**src/rtl/l3_cache_ctrl.sv**
```systemverilog
// Control FSM for the L3 cache datapath: request latch, tag lookup, hit read/write,
// miss handling through the lower-level FIFO (eviction, line request, fill, replay).
module l3_cache_ctrl #(
    parameter int FILL_TIMEOUT = 1024,
    parameter int TO_W         = 10
) (
    input  logic       CLK,
    input  logic       Reset,
    input  logic       cpu_req,
    input  logic       cpu_rw,
    output logic       cpu_ready,
    output logic       cpu_done,
    output logic       cpu_err,
    input  logic       Hit,
    input  logic       Desalojo,
    input  logic       fifo_full,
    input  logic       fifo_empty,
    output logic       fifo_push,
    output logic       fifo_pop,
    output logic       Lectura_Escritura,
    output logic       Clear_Main_REG,
    output logic       Clear_Tag_Banks,
    output logic       Clear_Formador,
    output logic       Clear_LDG_REG,
    output logic       Eneable_Main_REG,
    output logic       Eneable_Formador,
    output logic       Eneable_REG,
    output logic       Bank_Eneable,
    output logic       Write_Eneable,
    output logic       Sel_Mux_Bank,
    output logic [1:0] Sel_Mux_Mem,
    output logic       R_W
);

    typedef enum logic [3:0] {
        S_INIT, S_IDLE, S_LATCH, S_LOOKUP, S_HIT_WR, S_RESP,
        S_EV_FORM, S_EV_PUSH, S_RQ_FORM, S_RQ_PUSH,
        S_WAIT_FILL, S_FILL_LATCH, S_FILL_WR, S_ABORT
    } state_t;

    localparam logic [TO_W-1:0] TO_LAST = TO_W'(FILL_TIMEOUT - 1);

    state_t          state, next_state;
    logic [1:0]      way_sel;   // bit 0 doubles as the saved eviction flag
    logic            replay;
    logic [TO_W-1:0] wait_cnt;

    always_ff @(posedge CLK) begin
        if (Reset) begin
            state    <= S_INIT;
            R_W      <= 1'b0;
            way_sel  <= 2'b00;
            replay   <= 1'b0;
            wait_cnt <= '0;
        end else begin
            state <= next_state;
            case (state)
                S_IDLE: begin
                    replay <= 1'b0;
                    if (cpu_req) R_W <= cpu_rw;
                end
                S_LOOKUP: begin
                    if (!Hit && !replay) way_sel <= Desalojo ? 2'b01 : 2'b00;
                end
                S_WAIT_FILL: begin
                    if (!fifo_empty) wait_cnt <= '0;
                    else             wait_cnt <= wait_cnt + 1'b1;
                end
                S_FILL_WR: replay <= 1'b1;
                S_RESP, S_ABORT: begin
                    replay   <= 1'b0;
                    wait_cnt <= '0;
                end
                default: ;
            endcase
        end
    end

    always_comb begin
        next_state        = state;
        cpu_ready         = 1'b0;
        cpu_done          = 1'b0;
        cpu_err           = 1'b0;
        fifo_push         = 1'b0;
        fifo_pop          = 1'b0;
        Lectura_Escritura = 1'b0;
        Clear_Main_REG    = 1'b0;
        Clear_Tag_Banks   = 1'b0;
        Clear_Formador    = 1'b0;
        Clear_LDG_REG     = 1'b0;
        Eneable_Main_REG  = 1'b0;
        Eneable_Formador  = 1'b0;
        Eneable_REG       = 1'b0;
        Bank_Eneable      = 1'b0;
        Write_Eneable     = 1'b0;
        Sel_Mux_Bank      = 1'b0;
        Sel_Mux_Mem       = 2'b00;
        case (state)
            S_INIT: begin
                Clear_Main_REG  = 1'b1;
                Clear_Tag_Banks = 1'b1;
                Clear_Formador  = 1'b1;
                Clear_LDG_REG   = 1'b1;
                next_state      = S_IDLE;
            end
            S_IDLE: begin
                cpu_ready = 1'b1;
                if (cpu_req) next_state = S_LATCH;
            end
            S_LATCH: begin
                Eneable_Main_REG = 1'b1;
                next_state       = S_LOOKUP;
            end
            S_LOOKUP: begin
                Bank_Eneable = 1'b1;
                Sel_Mux_Mem  = 2'b10;
                if (Hit)         next_state = R_W ? S_HIT_WR : S_RESP;
                else if (replay) next_state = S_ABORT;  // filled line must hit; no second fill
                else             next_state = Desalojo ? S_EV_FORM : S_RQ_FORM;
            end
            S_HIT_WR: begin
                Bank_Eneable  = 1'b1;
                Write_Eneable = 1'b1;
                Eneable_REG   = 1'b1;
                Sel_Mux_Mem   = 2'b10;
                next_state    = S_RESP;
            end
            S_RESP: begin
                cpu_done   = 1'b1;
                next_state = S_IDLE;
            end
            S_EV_FORM, S_RQ_FORM: begin
                Eneable_Formador = 1'b1;
                Sel_Mux_Mem      = way_sel;
                next_state       = (state == S_EV_FORM) ? S_EV_PUSH : S_RQ_PUSH;
            end
            S_EV_PUSH, S_RQ_PUSH: begin
                if (!fifo_full) begin
                    fifo_push  = 1'b1;
                    next_state = (state == S_EV_PUSH) ? S_RQ_FORM : S_WAIT_FILL;
                end
            end
            S_WAIT_FILL: begin
                if (!fifo_empty) begin
                    fifo_pop   = 1'b1;
                    next_state = S_FILL_LATCH;
                end else if (wait_cnt == TO_LAST) begin
                    next_state = S_ABORT;
                end
            end
            S_FILL_LATCH: begin
                Lectura_Escritura = 1'b1;
                Eneable_Main_REG  = 1'b1;
                next_state        = S_FILL_WR;
            end
            S_FILL_WR: begin
                Lectura_Escritura = 1'b1;
                Bank_Eneable      = 1'b1;
                Write_Eneable     = 1'b1;
                Eneable_REG       = 1'b1;
                Sel_Mux_Bank      = 1'b1;
                Sel_Mux_Mem       = way_sel;
                next_state        = S_LATCH;
            end
            S_ABORT: begin
                cpu_done      = 1'b1;
                cpu_err       = 1'b1;
                Clear_LDG_REG = 1'b1;
                next_state    = S_IDLE;
            end
            default: next_state = S_INIT;
        endcase
        // A FIFO side effect in the reset cycle would desynchronise the lower level.
        if (Reset) begin
            fifo_push = 1'b0;
            fifo_pop  = 1'b0;
        end
    end

endmodule
```
**config.mk**
```make
export PLATFORM = sky130hd
export DESIGN_NAME = l3_cache_ctrl
export DESIGN_NICKNAME = d
export VERILOG_FILES = /design/src/rtl/l3_cache_ctrl.sv
export SDC_FILE = /design/constraint.sdc
export NUM_CORES = 1
export LEC_CHECK = 0
export CORE_MARGIN = 5
export CORE_UTILIZATION = 48
export CTS_CLUSTER_SIZE = 14
export DETAILED_ROUTE_END_ITERATION = 8
export GPL_TIMING_DRIVEN = 1
export PLACE_DENSITY = 0.81
export SETUP_SLACK_MARGIN = 0.5
export SYNTH_ARGS = -nofsm -noshare
export SYNTH_HDL_FRONTEND = slang
export SYNTH_SLANG_ARGS = --single-unit
```
**constraint.sdc**
```tcl
create_clock -name CLK -period 1.9 [get_ports CLK]
set_input_delay 0.38 -clock CLK [delete_from_list [all_inputs] [get_ports CLK]]
set_output_delay 0.38 -clock CLK [all_outputs]
set_load 0.005 [all_outputs]
```
==> run summary, run 1 <==
The run gives 178 as the count of cells resized by post-cts repair. For this run, the number of Yosys warnings is 0. Of the synthesized area, sequential elements account for 30.6%. The flow halted during clock tree synthesis. The mean cell area of the mapped netlist was 7.41 um2. The horizontal die dimension is 58.1 um. Pin placement for this block handled 27 I/O pins. The cell count after synthesis came out at 150. The run gives 1110 um2 as the netlist area before placement.

The count of buffers added on input and output ports is 26. The synthesis-stage register bit count works out to 17. Among all flip-flop cells after synthesis, the most frequent one is dfxtp_1.

For this configuration, the core starts out at a cell density of 50.2%. For the quantity of hold-fixing buffers added after cts, the log shows 0. In this run the deepest clock path goes through 2 buffers.

The run gives 3 as the TritonCTS buffer count. The number of placement rows came out at 17. The flow did not finish. The logs give 213 for the count of placed standard cells including taps and 17 for the number of clock sinks.

Counting flops with an async set or reset pin after synthesis yields a share of 0%. The first error in the log reads "[ERROR DPL-0033] detailed placement checks failed during check placement". The depth of the CTS H-tree came out at 1.

The tools report the cell at the root of the clock tree as clkbuf_4. The logs give 0.840 for the final estimated routing congestion in global placement and 42 for the number of different library cells in the post-synthesis netlist. Estimated wirelength of the detail-placed design: 2.41 mm. In this run the post-CTS setup repair buffer count came out at 30. The total nets after synthesis came out at 159. The number of enable-type register cells in the synthesized netlist is 0. The die outline height works out to 58.1 um.
[per-stage QoR]
stage | TNS (ns) | cell area [um2] | hold WS [ns] | utilization (%) | setup slack [ns]
floorplan | 0 | 1200 | 0.449 | - | 0.428
global placement | -0.656 | 1590 | 0.474 | 71.7 | -0.208
detailed placement | -1.00 | 1590 | 0.468 | 71.7 | -0.251
[Yosys cell counts, drive strengths merged, types with 2 or more instances]
cell type	instances	share of area [%]
a31oi	3	1.7
nor2	20	6.8
clkbuf	7	2.4
and2	3	1.7
a22oi	2	1.4
dfxtp	17	31
buf	7	3.8
o21ai	9	4.1
nand2	11	3.7
a21oi	16	7.5
inv	3	1.0
a21o	3	2.0
nor3b	4	2.7
nor4	3	1.7
or4	2	1.4
nand3	3	1.4
nand3b	5	3.4
o31ai	2	1.4
nor2b	2	1.1
o21a	2	1.4
nand2b	3	1.7
nor3	5	2.3
[cell families after synthesis]
| kind of cell | after synthesis | synth area share (%) |
|---|---|---|
| buffers and inverters | 17 | 7.21 |
| AND/OR/NAND/NOR | 71 | 35.8 |
| AO/OA/AOI/OAI | 41 | 22.5 |
| adder cells (fa/ha/maj) | 1 | 1.13 |
| flip-flops | 17 | 30.6 |
| XOR/XNOR | 1 | 0.788 |
| multiplexers | 2 | 1.91 |
==> inputs of run 2 (changes only) <==
==> config.mk (replaced) <==
export PLATFORM = sky130hd
export DESIGN_NAME = l3_cache_ctrl
export DESIGN_NICKNAME = d
export VERILOG_FILES = /design/src/rtl/l3_cache_ctrl.sv
export SDC_FILE = /design/constraint.sdc
export NUM_CORES = 1
export LEC_CHECK = 0
export CORE_AREA = 5 5 66 68
export DETAILED_ROUTE_END_ITERATION = 8
export DIE_AREA = 0 0 71 73
export GPL_TIMING_DRIVEN = 1
export PLACE_DENSITY_LB_ADDON = 0.15
export SYNTH_ARGS = -nofsm -noshare
export SYNTH_HDL_FRONTEND = slang
export SYNTH_SLANG_ARGS = --single-unit
==> run 2 against run 1 <==
Compared with the run above:
- the flow now finishes without violations
- synthesized cell count stayed put
- synthesized area stayed put
==> run summary, run 2 <==
The run finished with clean final reports. Setup slack on the critical path of the routed design comes to 0.0192 ns. Final-report setup violation count: 0.

The top cell types in the final layout, fill and taps aside, are 34 x buf_4, 19 x nor2_1, 14 x a21oi_1, 13 x dfxtp_1, 11 x nand2_1. The synthesis-stage register bit count is 17 (unchanged). Global routing used 13.9% of the available tracks across all layers. The final-stage net count is 218, and the final standard cell count with taps included and fillers excluded is 258. The mean number of vias per cell is 5.00, and the post-route clock period utilization is 99.0%.

After global routing the overflow that remains totals 0. Setup repair after global routing could not meet its margin everywhere. The run gives 23 (was 17) as the number of placement rows. The run gives 76.3% as the worst slew margin relative to its limit.

Cells with a size suffix above 1 make up 35.6% of the layout. Synth top area cells: dfxtp_1 31%, a21oi_1 6.8%, nor2_1 6.8% (unchanged). The tools report the initial antenna violation count as 0. The register with the most flip-flops in the final layout is wait_cnt.

The logs give 3800 um2 for the core area and 159 (unchanged) for the total nets after synthesis. The maximum fanout count along the critical path was 5. The depth of the CTS H-tree was 1 (unchanged).

For this run, design rule violations remaining after detail routing come to 0. Leaving out fill and tap cells, the most frequent cell in the layout is buf_4. Once detail routing completed, the nets flagged for antenna violations numbered 0.

Launching point of the worst reg2reg path: state[1]$_SDFFE_PP0P_. The design draws 0.991 mW. The signed area change from the synthesized netlist to the final layout is 65.5%, and the number of different library cells in the post-synthesis netlist is 42 (unchanged). The worst-margin pin slew came out at 0.353 ns. The floorplan step defined a die boundary enclosing 5180 um2. The area share of the largest cell type after synthesis is 30.6% (unchanged).

The most instantiated flip-flop cell in the synthesis netlist was dfxtp_1 (unchanged). For this run, the slowest stage of the critical path takes 0.53 ns. For this block, the initial DRC count from the detailed router was 32. Across all layers, the routed design uses 1289 vias. After routing, the total negative slack on setup checks comes to 0 ns. The final layout contains routed wiring with a total length of 3.42 mm. STA classifies the critical path endpoint as a flip-flop. The I/O pin count was 27 (unchanged). The worst hold slack is 0.482 ns.

The run gives 2 (unchanged) as the number of buffers on the longest clock path. Count of port buffers added during placement: 26 (unchanged). The cell type with the highest aggregate area in the netlist was dfxtp_1 (unchanged). The clock reaches the later pin of the worst-skew pair after 0.26 ns. For the number of global-route vias before repair, the log shows 1210.

Across the VDD grid, the largest voltage drop is 0.393 mV. The path class of the tightest hold or removal check is flip-flop to flip-flop. In the final layout, the registers with the most flip-flops are wait_cnt (10), state (4). The worst setup path is launched from a flip-flop. The first global-routing pass estimated 5.81 mm of wire. The final estimated routing congestion in global placement came out at 0.813 (was 0.840).

TritonCTS built the clock tree. The post-synthesis instance total is 150 (unchanged), and the number of diodes added for antenna fixing is 0. The estimated wirelength of the detail-placed design came out at 2.55 mm (was 2.41 mm). Across the routed clock network, the largest skew measured is 0.00359 ns. The die outline height came out at 73 um (was 58.1 um). The critical path starts at state[1]$_SDFFE_PP0P_. The logs give 1110 um2 (unchanged) for the netlist area before placement and 0 for the number of hold violations in the final report.

The power density over the cells was 539 nW/um2; the TritonCTS buffer count was 3 (unchanged). For this run, the detailed router's first-pass iteration total came to 4. The mean cell area of the mapped netlist came out at 7.41 um2 (unchanged). The number of enable-type register cells in the synthesized netlist works out to 0 (unchanged). The clock transition at the registers of the reported paths was 0.07 ns; the quantity of hold-fixing buffers added after cts was 0 (unchanged). For this run, the top clock speed supported by timing is 532 MHz.

The average detailed-routed wire length per instance was 13.3 um. Cell at the root of the clock tree: clkbuf_8 (was clkbuf_4). The logs give 0 (unchanged) for the warning count from the yosys run and 241 (was 213) for the count of placed standard cells including taps.

Worst setup path category: flip-flop to flip-flop. Library cell with the highest instance count after synthesis: nor2_1 (unchanged). The tools report the origin of the worst min-delay path as way_sel[0]$_SDFFE_PP0P_.

Summed over all cells, the static leakage comes to 0.805 nW. The pre-CTS setup slack is -0.294 ns (was -0.251 ns). The flip-flop count of the largest register after layout is 10. The number of clock sinks was 17 (unchanged).

The tools report the total of max-cap violations as 0. The starting utilization of the core area was 29.2% (was 50.2%); the pin count of the biggest net entering global routing was 15. The clock period could shrink to 1.88 ns. Traced cell by cell, the critical path runs through nor2b_4, buf_6, nand3b_1, buf_4, or4b_4, a31o_1, a21oi_1. The final-report max-slew violation count is 0, and the portion of the post-synthesis area used by sequential elements is 30.6% (unchanged). The horizontal die dimension is 71 um (was 58.1 um), and the arrival time of data at the critical path endpoint is 2.07 ns. STA puts the critical path data required time at 2.09 ns. Standard cell with the maximum stage delay on the critical path: or4b_4. Most used standard cells in the synthesized netlist: 20 x nor2_1, 17 x dfxtp_1, 15 x a21oi_1, 11 x nand2_1, 9 x o21ai_0 (unchanged). The async set-or-reset flop fraction in the synthesized netlist is 0% (unchanged).
## run 2: cell counts after synthesis
No cell type changed its count.
## run 2: cell type report
type | instances | area, um2
fillers | 397 | 1960
multi-input cells | 116 | 783
repair buffers | 68 | 578
flip-flops and latches | 17 | 355
well taps | 50 | 62.6
clock buffers | 3 | 41.3
inverters | 3 | 11.3
clock inverters | 1 | 7.51
## run 2: cells by family after synthesis
| logic type | after synthesis | share of synthesized area, % |
|---|---|---|
| and+or+nand+nor | 71 | 35.8 |
| AOI/OAI and AO/OA | 41 | 22.5 |
| buffers and inverters | 17 | 7.21 |
| DFF | 17 | 30.6 |
| muxes | 2 | 1.91 |
| xor gates and xnor gates | 1 | 0.788 |
| adders and majority gates | 1 | 1.13 |
## run 2: metal layers
layer | track usage [%] | wire, um | vias to the layer above | part of all wire, %
met5 | 0 | 0 | - | 0
met4 | 3.13 | 32 | 0 | 0.94
met3 | 3.03 | 118 | 4 | 3.5
met2 | 25.4 | 1740 | 18 | 51
met1 | 16.7 | 1530 | 606 | 45
li1 | - | - | 661 | -
## run 2: worst max-delay path: cells and delay by family (launching register included)
kind | cells | cell delay (ns)
simple gates | 3 | 0.81
flops | 1 | 0.40
buf+inv | 2 | 0.25
compound gates | 2 | 0.34
## run 2: power by group
part,switching [mW],internal [mW]
logic,0.128,0.198
registers,0.0193,0.366
clock network,0.132,0.148
total,0.279,0.712
## run 2: path summary, 6_finish.rpt
kind | to | slack (ns) | cells after the start
setup / recovery | state[1]$_SDFFE_PP0P_ | 0.02 | 7
hold / removal | way_sel[0]$_SDFFE_PP0P_ | 0.48 | 2
setup reg to reg | state[1]$_SDFFE_PP0P_ | 0.02 | 7
hold reg to reg | way_sel[0]$_SDFFE_PP0P_ | 0.48 | 2
## run 2: stage by stage
| stage | utilization [%] | instance area, um2 |
|---|---|---|
| after floorplan | - | 1110 |
| after global routing | 48.4 | 1840 |
| after detailed placement | 41.7 | 1580 |
| final | 48.4 | 1840 |
| after global placement | 41.7 | 1580 |
| after CTS | 46.8 | 1780 |
## run 2: timing repair
| action | in CTS | in global routing |
|---|---|---|
| pin swaps | 6 | 8 |
| endpoints found under the setup margin | 18 | 14 |
| gates resized for setup | 57 | 22 |
| setup buffers | 11 | 4 |
(Power assumes the default switching activity.)
